## config.mk

```make
export PLATFORM = sky130hd
export DESIGN_NAME = pipeline_hazard_ctrl
export DESIGN_NICKNAME = d
export VERILOG_FILES = /design/src/rtl/pipeline_hazard_ctrl.sv
export SDC_FILE = /design/constraint.sdc
export NUM_CORES = 1
export LEC_CHECK = 0
export CORE_MARGIN = 3
export CORE_UTILIZATION = 30
export DETAILED_ROUTE_END_ITERATION = 10
export HOLD_SLACK_MARGIN = 0.1
export PLACE_DENSITY = 0.64
export SETUP_SLACK_MARGIN = 0.4
export SLEW_MARGIN = 30
export SYNTH_ARGS = -nofsm -noshare
export SYNTH_HDL_FRONTEND = slang
export SYNTH_SLANG_ARGS = --single-unit
```

## constraint.sdc

```tcl
create_clock -name clk -period 3.2 [get_ports clk]
set_input_delay 0.48 -clock clk [delete_from_list [all_inputs] [get_ports clk]]
set_output_delay 0.48 -clock clk [all_outputs]
set_load 0.01 [all_outputs]
```

## src/rtl/pipeline_hazard_ctrl.sv

```systemverilog
// pipeline_hazard_ctrl
// Sequencing controller for the PC and the four pipeline stage registers.
// Each cycle it decides enable/clear for every stage, covering load-use stalls,
// redirect flushes, data-memory wait freezes and multi-cycle EX holds.
// It also counts cycles in which the PC is frozen.
module pipeline_hazard_ctrl #(
  parameter int MC_CYCLES   = 32,
  parameter int STALL_CNT_W = 32
) (
  input  logic                   clk,
  input  logic                   reset,
  input  logic [4:0]             d_rs1,
  input  logic [4:0]             d_rs2,
  input  logic                   d_uses_rs1,
  input  logic                   d_uses_rs2,
  input  logic [4:0]             e_rd,
  input  logic                   e_mem_read,
  input  logic                   e_redirect,
  input  logic                   e_multicycle,
  input  logic                   m_dmem_wait,
  output logic                   f_pc_en,
  output logic                   fd_en,
  output logic                   fd_clear,
  output logic                   de_en,
  output logic                   de_clear,
  output logic                   em_en,
  output logic                   em_clear,
  output logic                   mw_en,
  output logic                   mw_clear,
  output logic                   mc_start,
  output logic                   mc_done,
  output logic                   ex_busy,
  output logic [STALL_CNT_W-1:0] stall_count
);

  localparam int CNT_W = $clog2(MC_CYCLES + 1);
  localparam logic [CNT_W-1:0] CNT_LOAD = CNT_W'(MC_CYCLES - 1);

  typedef enum logic [0:0] {
    ST_RUN   = 1'b0,
    ST_MULTI = 1'b1
  } state_t;

  state_t                 r_state;
  state_t                 w_state_nxt;
  logic [CNT_W-1:0]       r_cnt;
  logic [CNT_W-1:0]       w_cnt_nxt;
  logic [STALL_CNT_W-1:0] r_stall_cnt;

  logic w_load_use;
  logic w_cnt_zero;
  logic w_pc_en, w_fd_en, w_fd_clear, w_de_en, w_de_clear;
  logic w_em_en, w_em_clear, w_mw_en, w_mw_clear;
  logic w_mc_start, w_mc_done, w_ex_busy;

  // A load in EX whose (non-x0) destination is read by the instruction in ID.
  assign w_load_use = e_mem_read && (e_rd != 5'd0) &&
                      ((d_uses_rs1 && (d_rs1 == e_rd)) ||
                       (d_uses_rs2 && (d_rs2 == e_rd)));
  assign w_cnt_zero = (r_cnt == '0);

  // Next-state and stage-control decode; rules are checked in priority order.
  always_comb begin
    w_state_nxt = r_state;
    w_cnt_nxt   = r_cnt;
    w_pc_en     = 1'b1;
    w_fd_en     = 1'b1;
    w_fd_clear  = 1'b0;
    w_de_en     = 1'b1;
    w_de_clear  = 1'b0;
    w_em_en     = 1'b1;
    w_em_clear  = 1'b0;
    w_mw_en     = 1'b1;
    w_mw_clear  = 1'b0;
    w_mc_start  = 1'b0;
    w_mc_done   = 1'b0;
    w_ex_busy   = 1'b0;

    if (reset) begin
      // Hold everything and flush every stage; an in-flight multi-cycle op is dropped.
      w_state_nxt = ST_RUN;
      w_cnt_nxt   = '0;
      w_pc_en     = 1'b0;
      w_fd_en     = 1'b0;
      w_de_en     = 1'b0;
      w_em_en     = 1'b0;
      w_mw_en     = 1'b0;
      w_fd_clear  = 1'b1;
      w_de_clear  = 1'b1;
      w_em_clear  = 1'b1;
      w_mw_clear  = 1'b1;
    end else begin
      w_ex_busy = (r_state == ST_MULTI);
      w_mc_done = (r_state == ST_MULTI) && w_cnt_zero;

      // FSM evolution: a memory wait blocks both issue and exit, not the countdown.
      case (r_state)
        ST_RUN: begin
          if (e_multicycle && !m_dmem_wait) begin
            w_state_nxt = ST_MULTI;
            w_cnt_nxt   = CNT_LOAD;
          end else begin
            w_state_nxt = ST_RUN;
          end
        end
        ST_MULTI: begin
          if (!w_cnt_zero) begin
            w_cnt_nxt = r_cnt - CNT_W'(1);
          end else if (!m_dmem_wait) begin
            w_state_nxt = ST_RUN;
          end else begin
            w_state_nxt = ST_MULTI;
          end
        end
        default: begin
          w_state_nxt = ST_RUN;
          w_cnt_nxt   = '0;
        end
      endcase

      // Stage controls.
      if (m_dmem_wait) begin
        // Freeze the whole pipe; WB gets a bubble so a stalled write is not repeated.
        w_pc_en    = 1'b0;
        w_fd_en    = 1'b0;
        w_de_en    = 1'b0;
        w_em_en    = 1'b0;
        w_mw_en    = 1'b0;
        w_mw_clear = 1'b1;
      end else if ((r_state == ST_MULTI) && !w_cnt_zero) begin
        w_pc_en    = 1'b0;
        w_fd_en    = 1'b0;
        w_de_en    = 1'b0;
        w_em_clear = 1'b1;
      end else if (r_state == ST_MULTI) begin
        // Final cycle: result leaves EX, everything advances.
        w_pc_en = 1'b1;
      end else if (e_multicycle) begin
        w_mc_start = 1'b1;
        w_pc_en    = 1'b0;
        w_fd_en    = 1'b0;
        w_de_en    = 1'b0;
        w_em_clear = 1'b1;
      end else if (e_redirect) begin
        // Wrong-path instructions in IF/ID and ID/EX are squashed.
        w_fd_clear = 1'b1;
        w_de_clear = 1'b1;
      end else if (w_load_use) begin
        w_pc_en    = 1'b0;
        w_fd_en    = 1'b0;
        w_de_clear = 1'b1;
      end else begin
        w_pc_en = 1'b1;
      end
    end
  end

  // FSM state and multi-cycle countdown registers.
  always_ff @(posedge clk) begin
    if (reset) begin
      r_state <= ST_RUN;
      r_cnt   <= '0;
    end else begin
      r_state <= w_state_nxt;
      r_cnt   <= w_cnt_nxt;
    end
  end

  // Free-running count of PC-frozen cycles; wraps naturally.
  always_ff @(posedge clk) begin
    if (reset) begin
      r_stall_cnt <= '0;
    end else if (!w_pc_en) begin
      r_stall_cnt <= r_stall_cnt + STALL_CNT_W'(1);
    end else begin
      r_stall_cnt <= r_stall_cnt;
    end
  end

  assign f_pc_en     = w_pc_en;
  assign fd_en       = w_fd_en;
  assign fd_clear    = w_fd_clear;
  assign de_en       = w_de_en;
  assign de_clear    = w_de_clear;
  assign em_en       = w_em_en;
  assign em_clear    = w_em_clear;
  assign mw_en       = w_mw_en;
  assign mw_clear    = w_mw_clear;
  assign mc_start    = w_mc_start;
  assign mc_done     = w_mc_done;
  assign ex_busy     = w_ex_busy;
  assign stall_count = r_stall_cnt;

endmodule

```

* Yosys cells after proc, flatten, opt, wreduce, memory -nomap -nowiden
Index checks and enable logic that the tools add are counted.
** Storage, ports and cells
- Bits in registers :: 39
** Operators by class
- Multiplexer cells :: 45
- Eq/ne operators :: 4
- Reductions and logical operators :: 13
- Bitwise operators :: 1
- Add/sub/neg operators :: 2
** Operator list (count)
- two-way mux 1 bit :: 41
- adder 32 x 1 -> 32 bit, second input constant :: 1
- two-way mux 6 bit :: 2
- one-hot mux 6 bit (2 select lines) :: 1
- == test 5 bit :: 2
- logical AND 1 bit :: 7
- zero test 6 bit :: 1
- subtractor 6 x 1 -> 6 bit, second input constant :: 1
- nonzero test 5 bit :: 1
- inequality test 2 bit, second input constant :: 2
- zero test 1 bit :: 2
- one-hot mux 1 bit (2 select lines) :: 1
- AND reduction 2 bit :: 1
- logical OR 1 bit :: 1
- NOT 1 bit :: 1

* Longest topological paths before layout
Gate-level depths: netlist of run 1.
- Depth in word-level cells :: 11
- Mapped depth :: 9
- Gate-level depth less buffers :: 8

* Worst setup path before layout of run 1
Ideal clock, no wire load.
- Path kind :: in2out
- Start :: in e_rd[1]
- End :: out fd_en
- Arrival :: 1827 ps
- Stages on the path :: 6
- Path slack :: 893 ps
- Data required time :: 2720 ps
- Path buffers :: 3
- Cell sequence :: or4_1 o21a_1 a31oi_4 buf_6 buf_8 buf_4
** On the way
- Word-level cells in the longest chain between the ends :: 11
- Elaborated cells between the ends (all ways) :: 15
- Classes of those cells :: eq/ne (2); mux (7); reduce/logical (6)
** Ends and longest elaborated chain
- start: declaration :: RTL line 16 : input logic [4:0] e_rd,
- == test 5 bit, on equally long branches :: RTL line 58, 59
- logical AND 1 bit, on equally long branches :: RTL line 58, 59
- logical OR 1 bit :: RTL line 58 : ((d_uses_rs1 && (d_rs1 == e_rd)) ||
- logical AND 1 bit (*) :: RTL line 57 : assign w_load_use = e_mem_read && (e_rd != 5'd0) &&
- two-way mux 1 bit (*) (7 in a row)
- end: declaration :: RTL line 22 : output logic fd_en,
Mark *: on every way between the ends. The rest lies on a longest branch, timed or not.

* Worst setup path in the final report of run 1
- Start :: in e_rd[1]
- End :: out fd_en
** On the way
- Word-level cells in the longest chain between the ends :: 11
- Elaborated cells between the ends (all ways) :: 15
- Classes of those cells :: eq/ne (2); mux (7); reduce/logical (6)
** Ends and longest elaborated chain
- == test 5 bit, on equally long branches :: RTL line 58, 59
- logical AND 1 bit, on equally long branches :: RTL line 58, 59
- logical OR 1 bit :: RTL line 58
- logical AND 1 bit (*) :: RTL line 57
- two-way mux 1 bit (*) :: RTL line 148 : end else if (w_load_use) begin
- two-way mux 1 bit (*) :: RTL line 144 : end else if (e_redirect) begin
- two-way mux 1 bit (*) :: RTL line 138 : end else if (e_multicycle) begin
- two-way mux 1 bit (*) :: RTL line 135 : end else if (r_state == ST_MULTI) begin
- two-way mux 1 bit (*) :: RTL line 130 : end else if ((r_state == ST_MULTI) && !w_cnt_zero) begin
- two-way mux 1 bit (*) :: RTL line 122 : if (m_dmem_wait) begin
- two-way mux 1 bit (*) :: RTL line 79 : if (reset) begin
Marked as above.

==> metrics.md, run 1 <==
| Metric | Value |
|---|---|
| Status | completed |
| Mapped Cells | 272 |
| Cell Area, Synth | 2263 um^2 |
| CTS tree | yes |
| Area growth syn-to-layout | 34.11% |
| Die height | 92.86 um |
| Slew @ Worst Pin | 0.5663 ns |
| Post-synth EDFFs | 0 |
| Startpoint Class | input port |
| H-tree levels | 2 |
| Fmax | 0.3659 GHz |
| Final TNS setup | 0 ns |
| Unrepaired setup endpoints after global routing | yes |
| R2R cell count | 5 |
| P_leak | 0.9664 nW |
| Synth warn | 0 |
| Post-synthesis simple-gate area fraction | 29.19% |
| Avg WL per Cell | 13.36 um |
| Hold buffer count at cts | 0 |
| # diodes | 0 |
| Hold path cells | 2 |
| Worst hold endpoint | stall_count[31] |
| Hold Path Class | reg -> reg |
| DR DRC count | 0 |
| Power Dens Cells | 338.9 nW/um^2 |
| Filler Cell Count | 754 |
| Num ports | 67 |
| Max-cap violations | 0 |
| CP Max Fanout | 4 |
| RR Endpoint | stall_count[22] |
| Register clock-pin slew on the reported worst setup and hold paths | 0.08 ns |
| Syn nets | 298 |
| Ys flop type | dfxtp_1 |
| WL final | 5783 um |
| Internal reg-to-reg setup slack | 0.81 ns |
| Min-Delay Startpoint | stall_count[31] |
| Pin count of the biggest net entering global routing | 45 |
| Final setup vio count | 0 |
| CTS root buf | clkbuf_8 |
| Sink Count | 39 |
| Number of global-route vias before repair | 2,128 |
| Seq/Total Area, Yosys | 34.49% |
| RR Startpoint | stall_count[2] |
| Layout Skew | 0.007186 ns |
| Nets@finish | 359 |
| FP Rows | 31 |
| Dominant cell type by area after synthesis | dfxtp_1 |
| Pins over their slew limit | 0 |
| Buffers on Ports | 66 |
| Final hold vios | 0 |
| Synth Area in Compound Gates | 19.46% |
| CP Class | in -> out |
| Grt total ovfl | 0 |
| Crit path required time | 2.72 ns |
| Period minus WS final | 2.733 ns |
| Clock latency at the later pin of the worst-skew pair | 0.29 ns |
| VDD IR max | 0.1484 mV |
| Core Area | 7292 um^2 |
| DRT iter0 DRCs | 130 |
| ANT nets after route | 0 |
| Final period util | 85.40% |
| Initial core utilization | 31.04% |
| Post-DP HPWL | 4241 um |
| Cts bufs inserted | 5 |
| Global-route wire length before repair | 9915 um |
| Rel. slew slack | 62.25% |
| Async SR Flop Fraction | 0% |
| Main combinational cell family by area after synthesis | simple AND/OR/NAND/NOR gates |
| Die width | 92.86 um |
| Netlist cell types | 48 |
| Fin util | 41.63% |
| Register bit total from synthesis | 39 |
| Crit end category | output pin |
| Critical path data arrival time | 2.25 ns |
| Multiplexer area fraction after synthesis | 2.101% |
| GRT Total Usage | 13.94% |
| Synth Area per Inst | 8.321 um^2 |
| Synth Area in XOR/XNOR | 5.804% |
| Detailed Routing Iterations Pass 1 | 4 |
| Vias | 2,225 |
| Die area | 8623 um^2 |
| Synth area leaders | dfxtp_1 34%, a21oi_1 6.6%, xnor2_1 4.3% |
| Post-synth top area share | 34.49% |
| Initial antenna violation count | 0 |
| Layout cells sized above 1 | 9.281% |
| Max Root-Sink Buffers | 2 |
| Via density per instance | 5.139 |
| GP Congestion | 0.7337 |
| Post-Synth Adder-Cell Area | 1.658% |
-- worst max path at each step --
| stage | from | end | cells past startpoint |
|---|---|---|---|
| 2_1_floorplan | e_rd[1] | fd_en | 6 |
| 3_3_place_gp | e_rd[1] | fd_en | 5 |
| 3_5_place_dp | e_rd[1] | fd_en | 5 |
| 4_1_cts | e_rd[1] | fd_en | 6 |
| 5_1_grt | e_rd[1] | fd_en | 6 |
| 6_report | e_rd[1] | fd_en | 6 |
-- power by group --
group	switching [mW]	total [mW]	internal, mW	leakage, nW
clock network	0.173	0.325	0.152	0.0412
registers	0.0186	0.520	0.501	0.316
logic	0.0911	0.184	0.0926	0.609
total	0.282	1.03	0.746	0.966
-- flip-flops by register name, summed over array words and instances (netlist names) --
name and flops:
stall_count 32, r_cnt 6, r_state 1
-- per-layer routing --
metal  track usage (%)  part of all wire (%)  routed length, um  vias to the layer above
met5                 0                     0                  0                        -
met4             2.930                  0.73                 42                        0
met3             3.574                   5.1                293                        5
li1                  -                     -                  -                     1127
met2             23.52                    49               2850                       42
met1             17.91                    45               2596                     1051
-- timing repair --
action / CTS / global route
pin swaps: 1 / 1
setup buffers: 1 / 1
endpoints found under the setup margin: 3 / 5
gates resized for setup: 3 / 7
-- critical path, cell delays in order --
cell             delay (ns)
clkdlybuf4s50_1        0.47
or4_1                  0.55
o21a_1                 0.23
buf_4                  0.15
a31oi_4                0.21
buf_2                  0.17
-- Yosys cell counts (5+ instances only) --
cell	instances
a21oi_1	30
clkbuf_1	5
dfxtp_1	39
inv_1	10
nand2_1	18
nand3_1	10
nand4_1	11
nor2_1	14
nor2b_1	5
nor3_1	6
o21ai_1	16
o31ai_1	11
or3_1	14
or3_2	5
or4_1	11
xnor2_1	11
-- through the flow --
stage                     hold WS (ns)  area (um^2)  total power [mW]  instances  setup WS [ns]
after global placement          0.4800         2943            0.7122        423         0.1409
after global routing            0.5324         3035             1.079        433         0.3746
final                           0.4960         3035             1.029        433         0.4674
after detailed placement        0.4922         2943            0.7144        423         0.1123
after CTS                       0.5044         3032             1.042        432         0.3014
after floorplan                 0.4671         2263            0.6433        272         0.8925
-- layout by cell type (no fill, tap or decap), types with 4 or more instances in the layout --
master	netlist	routed
or3_1	14	14
or4_1	11	11
xnor2_1	11	11
clkbuf_8	0	5
o21ai_1	16	16
nand4_1	11	11
nand2_1	18	18
clkdlybuf4s50_1	0	63
nor2b_1	5	5
and3_1	4	4
nor2_1	14	14
nor3_1	6	6
a21oi_1	30	30
nand3_1	10	10
o31ai_1	11	11
buf_4	2	4
or3_2	5	5
dfxtp_1	39	39
inv_1	10	10
xor2_1	4	4
-- logic make-up after synthesis --
kind of cell    Yosys count
flops                    39
compound gates           71
mux                       4
fa+ha+maj                 3
simple gates            113
buf+inv                  27
xor+xnor                 15
-- layout make-up --
cell class,instances,area (um^2),area share [%]
clock buffer,6,72.57,2.391
clock inverter,2,12.51,0.4122
inverter,10,37.54,1.237
multi-input combinational,206,1318,43.40
sequential,39,780.7,25.72
tap,99,123.9,4.081
timing repair buffer,71,690.7,22.75
Power figures use the tool's default switching activity.
==> inputs of run 2 (changes only) <==
--- a/config.mk
+++ b/config.mk
@@ -7,6 +7,7 @@
 export LEC_CHECK = 0
 export CORE_MARGIN = 3
 export CORE_UTILIZATION = 30
+export CTS_CLUSTER_SIZE = 40
 export DETAILED_ROUTE_END_ITERATION = 10
 export HOLD_SLACK_MARGIN = 0.1
 export PLACE_DENSITY = 0.64
==> results of run 2 <==
Same layout as run 1: the final DEF is identical, and so are final timing and power.
==> inputs of run 3 (changes only) <==
--- a/config.mk
+++ b/config.mk
@@ -5,6 +5,8 @@
 export SDC_FILE = /design/constraint.sdc
 export NUM_CORES = 1
 export LEC_CHECK = 0
+export ABC_CLOCK_PERIOD_IN_PS = 3200
+export CAP_MARGIN = 10
 export CORE_MARGIN = 3
 export CORE_UTILIZATION = 30
 export CTS_CLUSTER_SIZE = 40
==> results of run 3 <==
Same layout as run 1: the final DEF is identical, and so are final timing and power.
